**config.mk**
```make
export PLATFORM = sky130hd
export DESIGN_NAME = snap_vacc_capture_ctrl
export DESIGN_NICKNAME = d
export VERILOG_FILES = /design/src/rtl/snap_vacc_pkg.sv /design/src/rtl/snap_edge_det.sv /design/src/rtl/snap_vacc_capture_ctrl.sv
export SDC_FILE = /design/constraint.sdc
export NUM_CORES = 1
export LEC_CHECK = 0
export CAP_MARGIN = 25
export CORE_MARGIN = 10
export CORE_UTILIZATION = 36
export CTS_CLUSTER_DIAMETER = 150
export CTS_CLUSTER_SIZE = 28
export DETAILED_ROUTE_END_ITERATION = 8
export HOLD_SLACK_MARGIN = 0.15
export PLACE_DENSITY = 0.82
export RECOVER_POWER = 100
export SETUP_SLACK_MARGIN = 0.2
export SYNTH_ARGS = -nofsm -noshare
export SYNTH_HDL_FRONTEND = slang
export SYNTH_SLANG_ARGS = --single-unit
```
**constraint.sdc**
```tcl
create_clock -name user_clk -period 2.9 [get_ports user_clk]
set_clock_uncertainty 0.15 [all_clocks]
set_input_delay 0.435 -clock user_clk [delete_from_list [all_inputs] [get_ports user_clk]]
set_output_delay 0.435 -clock user_clk [all_outputs]
set_load 0.01 [all_outputs]
```
**src/rtl/snap_vacc_pkg.sv**
```systemverilog
// Shared types and bit positions for the vacc3 snapshot capture controller.
package snap_vacc_pkg;

  typedef enum logic [1:0] {
    IDLE    = 2'd0,
    ARMED   = 2'd1,
    CAPTURE = 2'd2,
    DONE    = 2'd3
  } snap_state_e;

  // ctrl_in bit positions
  localparam int unsigned CTRL_ARM  = 0;
  localparam int unsigned CTRL_IMM  = 1;
  localparam int unsigned CTRL_ALLV = 2;
  localparam int unsigned CTRL_CIRC = 3;

  // addr_out status bit positions
  localparam int unsigned STAT_DONE = 31;
  localparam int unsigned STAT_BUSY = 30;
  localparam int unsigned STAT_WRAP = 29;

  localparam int unsigned STAT_W = 32;

endpackage

```
**src/rtl/snap_edge_det.sv**
```systemverilog
// Registered-copy edge detector; rise/fall are combinational against the stored copy.
module snap_edge_det (
  input  logic clk_i,
  input  logic rst_i,
  input  logic d_i,
  output logic rise_c_o,
  output logic fall_c_o
);

  logic d_q;

  always_ff @(posedge clk_i) begin
    if (rst_i) d_q <= 1'b0;
    else       d_q <= d_i;
  end

  assign rise_c_o = d_i & ~d_q;
  assign fall_c_o = ~d_i & d_q;

endmodule

```
**src/rtl/snap_vacc_capture_ctrl.sv**
```systemverilog
// vacc3 snapshot capture controller: arm, trigger, write samples to BRAM, report status.
// Optional circular capture mode is enabled by defining SNAP_VACC_CIRC_EN.
module snap_vacc_capture_ctrl
  import snap_vacc_pkg::*;
#(
  parameter int unsigned ADDR_W = 10,
  parameter int unsigned DATA_W = 32
) (
  input  logic              user_clk,
  input  logic              user_rst,
  input  logic [31:0]       ctrl_in,
  input  logic [DATA_W-1:0] din,
  input  logic              din_valid,
  input  logic              trig,
  output logic [ADDR_W-1:0] bram_addr,
  output logic [DATA_W-1:0] bram_data,
  output logic              bram_we,
  output logic [31:0]       addr_out,
  output logic              done
);

  localparam logic [ADDR_W-1:0] PTR_MAX = '1;

  snap_state_e       state_q, state_d;
  logic [ADDR_W-1:0] wr_ptr_q, wr_ptr_d;
  logic [ADDR_W-1:0] bram_addr_q, bram_addr_d;
  logic [DATA_W-1:0] bram_data_q, bram_data_d;
  logic              bram_we_q, bram_we_d;
  logic [STAT_W-1:0] stat_q, stat_d;
  logic              wrap_q, wrap_d;

  logic arm_rise_c;
  logic arm_fall_c;
  logic ev_c;
  logic fire_c;
  logic wr_c;
  logic circ_c;

  snap_edge_det u_arm_edge (
    .clk_i    (user_clk),
    .rst_i    (user_rst),
    .d_i      (ctrl_in[CTRL_ARM]),
    .rise_c_o (arm_rise_c),
    .fall_c_o (arm_fall_c)
  );

  assign ev_c   = din_valid | ctrl_in[CTRL_ALLV];
  assign fire_c = trig | ctrl_in[CTRL_IMM];

`ifdef SNAP_VACC_CIRC_EN
  assign circ_c = ctrl_in[CTRL_CIRC];
`else
  assign circ_c = 1'b0;
`endif

  logic unused_ctrl;
  assign unused_ctrl = &{1'b0, ctrl_in[31:4], ctrl_in[CTRL_CIRC], arm_fall_c};

  always_ff @(posedge user_clk) begin
    if (user_rst) begin
      state_q     <= IDLE;
      wr_ptr_q    <= '0;
      bram_addr_q <= '0;
      bram_data_q <= '0;
      bram_we_q   <= 1'b0;
      stat_q      <= '0;
      wrap_q      <= 1'b0;
    end else begin
      state_q     <= state_d;
      wr_ptr_q    <= wr_ptr_d;
      bram_addr_q <= bram_addr_d;
      bram_data_q <= bram_data_d;
      bram_we_q   <= bram_we_d;
      stat_q      <= stat_d;
      wrap_q      <= wrap_d;
    end
  end

  // Next state, write issue and status word; arm edge overrides everything.
  always_comb begin
    state_d     = state_q;
    wr_ptr_d    = wr_ptr_q;
    bram_addr_d = bram_addr_q;
    bram_data_d = bram_data_q;
    bram_we_d   = 1'b0;
    wrap_d      = wrap_q;
    wr_c        = 1'b0;
    stat_d      = '0;

    if (arm_rise_c) begin
      state_d  = ARMED;
      wr_ptr_d = '0;
      wrap_d   = 1'b0;
    end else begin
      unique case (state_q)
        IDLE: ;
        ARMED: begin
          if (fire_c) begin
            state_d = CAPTURE;
            if (ev_c) begin
              wr_c     = 1'b1;
              wr_ptr_d = wr_ptr_q + ADDR_W'(1);
            end
          end
        end
        CAPTURE: begin
          if (ev_c) begin
            wr_c     = 1'b1;
            wr_ptr_d = wr_ptr_q + ADDR_W'(1);
            if (wr_ptr_q == PTR_MAX) begin
              if (circ_c) wrap_d  = 1'b1;
              else        state_d = DONE;
            end
          end
`ifdef SNAP_VACC_CIRC_EN
          if (circ_c && arm_fall_c) state_d = DONE;
`endif
        end
        DONE: ;
        default: state_d = IDLE;
      endcase
    end

    if (wr_c) begin
      bram_we_d   = 1'b1;
      bram_addr_d = wr_ptr_q;
      bram_data_d = din;
    end

    // Last-written address survives non-write cycles, cleared by arm.
    if (wr_c)            stat_d[ADDR_W-1:0] = wr_ptr_q;
    else if (!arm_rise_c) stat_d[ADDR_W-1:0] = stat_q[ADDR_W-1:0];
    stat_d[STAT_DONE] = (state_d == DONE);
    stat_d[STAT_BUSY] = (state_d == ARMED) || (state_d == CAPTURE);
    stat_d[STAT_WRAP] = wrap_d;
  end

  assign bram_addr = bram_addr_q;
  assign bram_data = bram_data_q;
  assign bram_we   = bram_we_q;
  assign addr_out  = stat_q;
  assign done      = stat_q[STAT_DONE];

endmodule

```
==> results.toml <==
[global_routing]
first_global_vias = 2380
antenna_found_initial = 0
grt_pass1_wl_um = 12120
overflow = 0
track_usage_pct = 13.22
grt_max_degree = 48

[clock_tree]
cts_made_buffers = 9
post_cts_resized = 0
clk_latency_ns = 0.34
cts_hold_buf = 0
post_cts_buffers = 0
cts.sinks = 68
clk_pin_slew_ns = 0.07
clock_tree.buffer_depth = 2
cts-root-buf = "clkbuf_8"
cts_tree = "built"
cts_max_level = 3

[route]
routed_wirelength_um = 7703
drt_first_iter_violations = 118
dr.pass1.iters = 4
ant_nets = 0
via_count = 2394
remaining_drc_errors = 0
wl_per_cell_um = 14.87
viasPerCell = 4.622

[synth]
netlist_area_sq_um = 2723
synth_area_leaders = "dfxtp_1 50%, nand2_1 12%, a21oi_1 8.1%"
ys_seq_area_share_pct = 50.00
netlist.top_cell.by_area = "dfxtp_1"
synth-main-ff-cell = "dfxtp_1"
synth_async_sr_flop_share_pct = 0
synth_edf_count = 0
synth_cell_type_count = 36
syn_avg_cell_area_sq_um = 8.429
ys_warn_count = 0
yosys.area.top_type_share_pct = 50.00
ys_ff_latch = 68
syn-instance-count = 323

[timing]
fmax_mhz = 420.9
tightestPinTransition_ns = 1.224
setup_viol = 0
finalCritPeriodShare_pct = 81.93
hold_violations = 0
rsz0062_at_grt = "no"
relSlewSlack_pct = 18.43
period_minus_slack_ns = 2.376
slew_viol_final = 0
fin_tns_setup_ns = 0

[floorplan]
rows = 31
initial_core_util_pct = 37.34
ios = 144
core-area_sq_um = 7292
die-area_sq_um = 11440
die_width_um = 107.0
die_y_um = 107.0

[hold_path]
worstHoldStart = "bram_addr[7]"
hold_path.class = "reg -> reg"

[placement]
dp.cells = 502
dpl.hpwl_um = 5647
io_buffers = 94
postPlaceCellArea_sq_um = 3690
place.gp.congestion = 0.7980

[power_and_ir_drop]
p_leak_uw = 0.001637
peakVddDrop_mv = 0.3902
power.density_nw_per_um2 = 537.9

[final_layout]
final_cell_count_no_fill = 518
syn2layout_area_growth_pct = 44.53
fin_util_pct = 53.96
mostFrequentLayoutCell = "nand2_1"
final_cell_mix = "89 x nand2_1, 68 x dfxtp_1, 57 x dlygate4sd3_1"
final_net_count = 487
diodes = 0
drive_gt1_share_pct = 6.921
final_cell_area_sq_um = 3935

[run]
maxCapViolations = 0

[setup_path]
worstPathMaxFanout = 22
worstSetupStartpoint = "ctrl_in[0]"
critPathCaptureType = "flop"
start_kind = "input port"
timing.rr.start = "state_q[0]"
cp_data_arrival_time_ns = 2.51
worst_ep_required_time_ns = 3.04
crit_type = "in -> reg"

[run_status]
outcome = "completed"
## sequential cells by signal, indices dropped and copies added, names as in the netlist
signal	cells
addr_out	12
wr_ptr_q	10
bram_we	1
u_arm_edge.d_q	1
bram_addr	10
bram_data	32
state_q	2
## worst paths after layout
kind | slack, ns | depth (start not counted) | endpoint
worst min register to register | 0.30 | 2 | bram_addr[7]
worst max register to register | 0.58 | 7 | bram_addr[4]
worst min-delay path | 0.30 | 2 | bram_addr[7]
worst max-delay path | 0.52 | 5 | wr_ptr_q[7]
## stage by stage
stage                     power (uW)  setup slack (ns)  hold slack, ns
after global routing            2196            0.4118          0.3287
final                           2117            0.5240          0.3016
after CTS                       2149            0.6581          0.3069
after detailed placement        1184            0.4691          0.2965
after global placement          1178            0.4814          0.2906
after floorplan                 1098            0.8258          0.3123
## report_power, final
group	switching (uW)	internal (uW)	total, uW
Combinational	102	95.4	197
Clock	383	577	960
Sequential	9.50	950	959
Total	495	1620	2120
## area by class of cell
class | instances | area [sq um]
flip-flops and latches | 68 | 1361
fillers | 666 | 3357
multi-input cells | 232 | 1212
inverters | 3 | 11.26
clock inverters | 7 | 123.9
clock buffers | 9 | 123.9
well taps | 99 | 123.9
repair buffers | 100 | 978.4
## metal layers
| layer | part of all wire [%] | up-vias | global-route usage, % |
|---|---|---|---|
| met5 | 0 | - | 0 |
| met3 | 9.3 | 8 | 6.228 |
| met2 | 50 | 85 | 22.04 |
| li1 | - | 1204 | - |
| met4 | 0.82 | 0 | 5.899 |
| met1 | 40 | 1097 | 13.98 |
## worst max-delay path, cell delays in order
cell	delay [ns]
dlygate4sd3_1	0.55
nor2b_1	0.16
or2_0	0.63
or4_1	0.66
nand2_1	0.07
## synth_stat cells, types with 2 or more instances
| cell | instances |
|---|---|
| buf_4 | 21 |
| a21oi_1 | 44 |
| xnor2_1 | 6 |
| nand3_1 | 2 |
| nor4_1 | 2 |
| or4_1 | 2 |
| mux2i_1 | 10 |
| dfxtp_1 | 68 |
| nor2b_1 | 4 |
| o21ai_0 | 3 |
| nor2_1 | 23 |
| ha_1 | 5 |
| o221ai_1 | 2 |
| nand4_1 | 2 |
| nor3_1 | 2 |
| nand2_1 | 89 |
| clkbuf_1 | 17 |
| inv_1 | 3 |
## cell families after synthesis
family | Yosys count | synth area share [%]
XOR/XNOR | 7 | 2.252
AO/OA/AOI/OAI | 57 | 12.04
flip-flops | 68 | 50.00
multiplexers | 10 | 3.677
buffers and inverters | 42 | 8.731
adder cells (fa/ha/maj) | 5 | 2.298
other | 1 | 0.1377
AND/OR/NAND/NOR | 133 | 20.86
(Power assumes the default switching activity.)
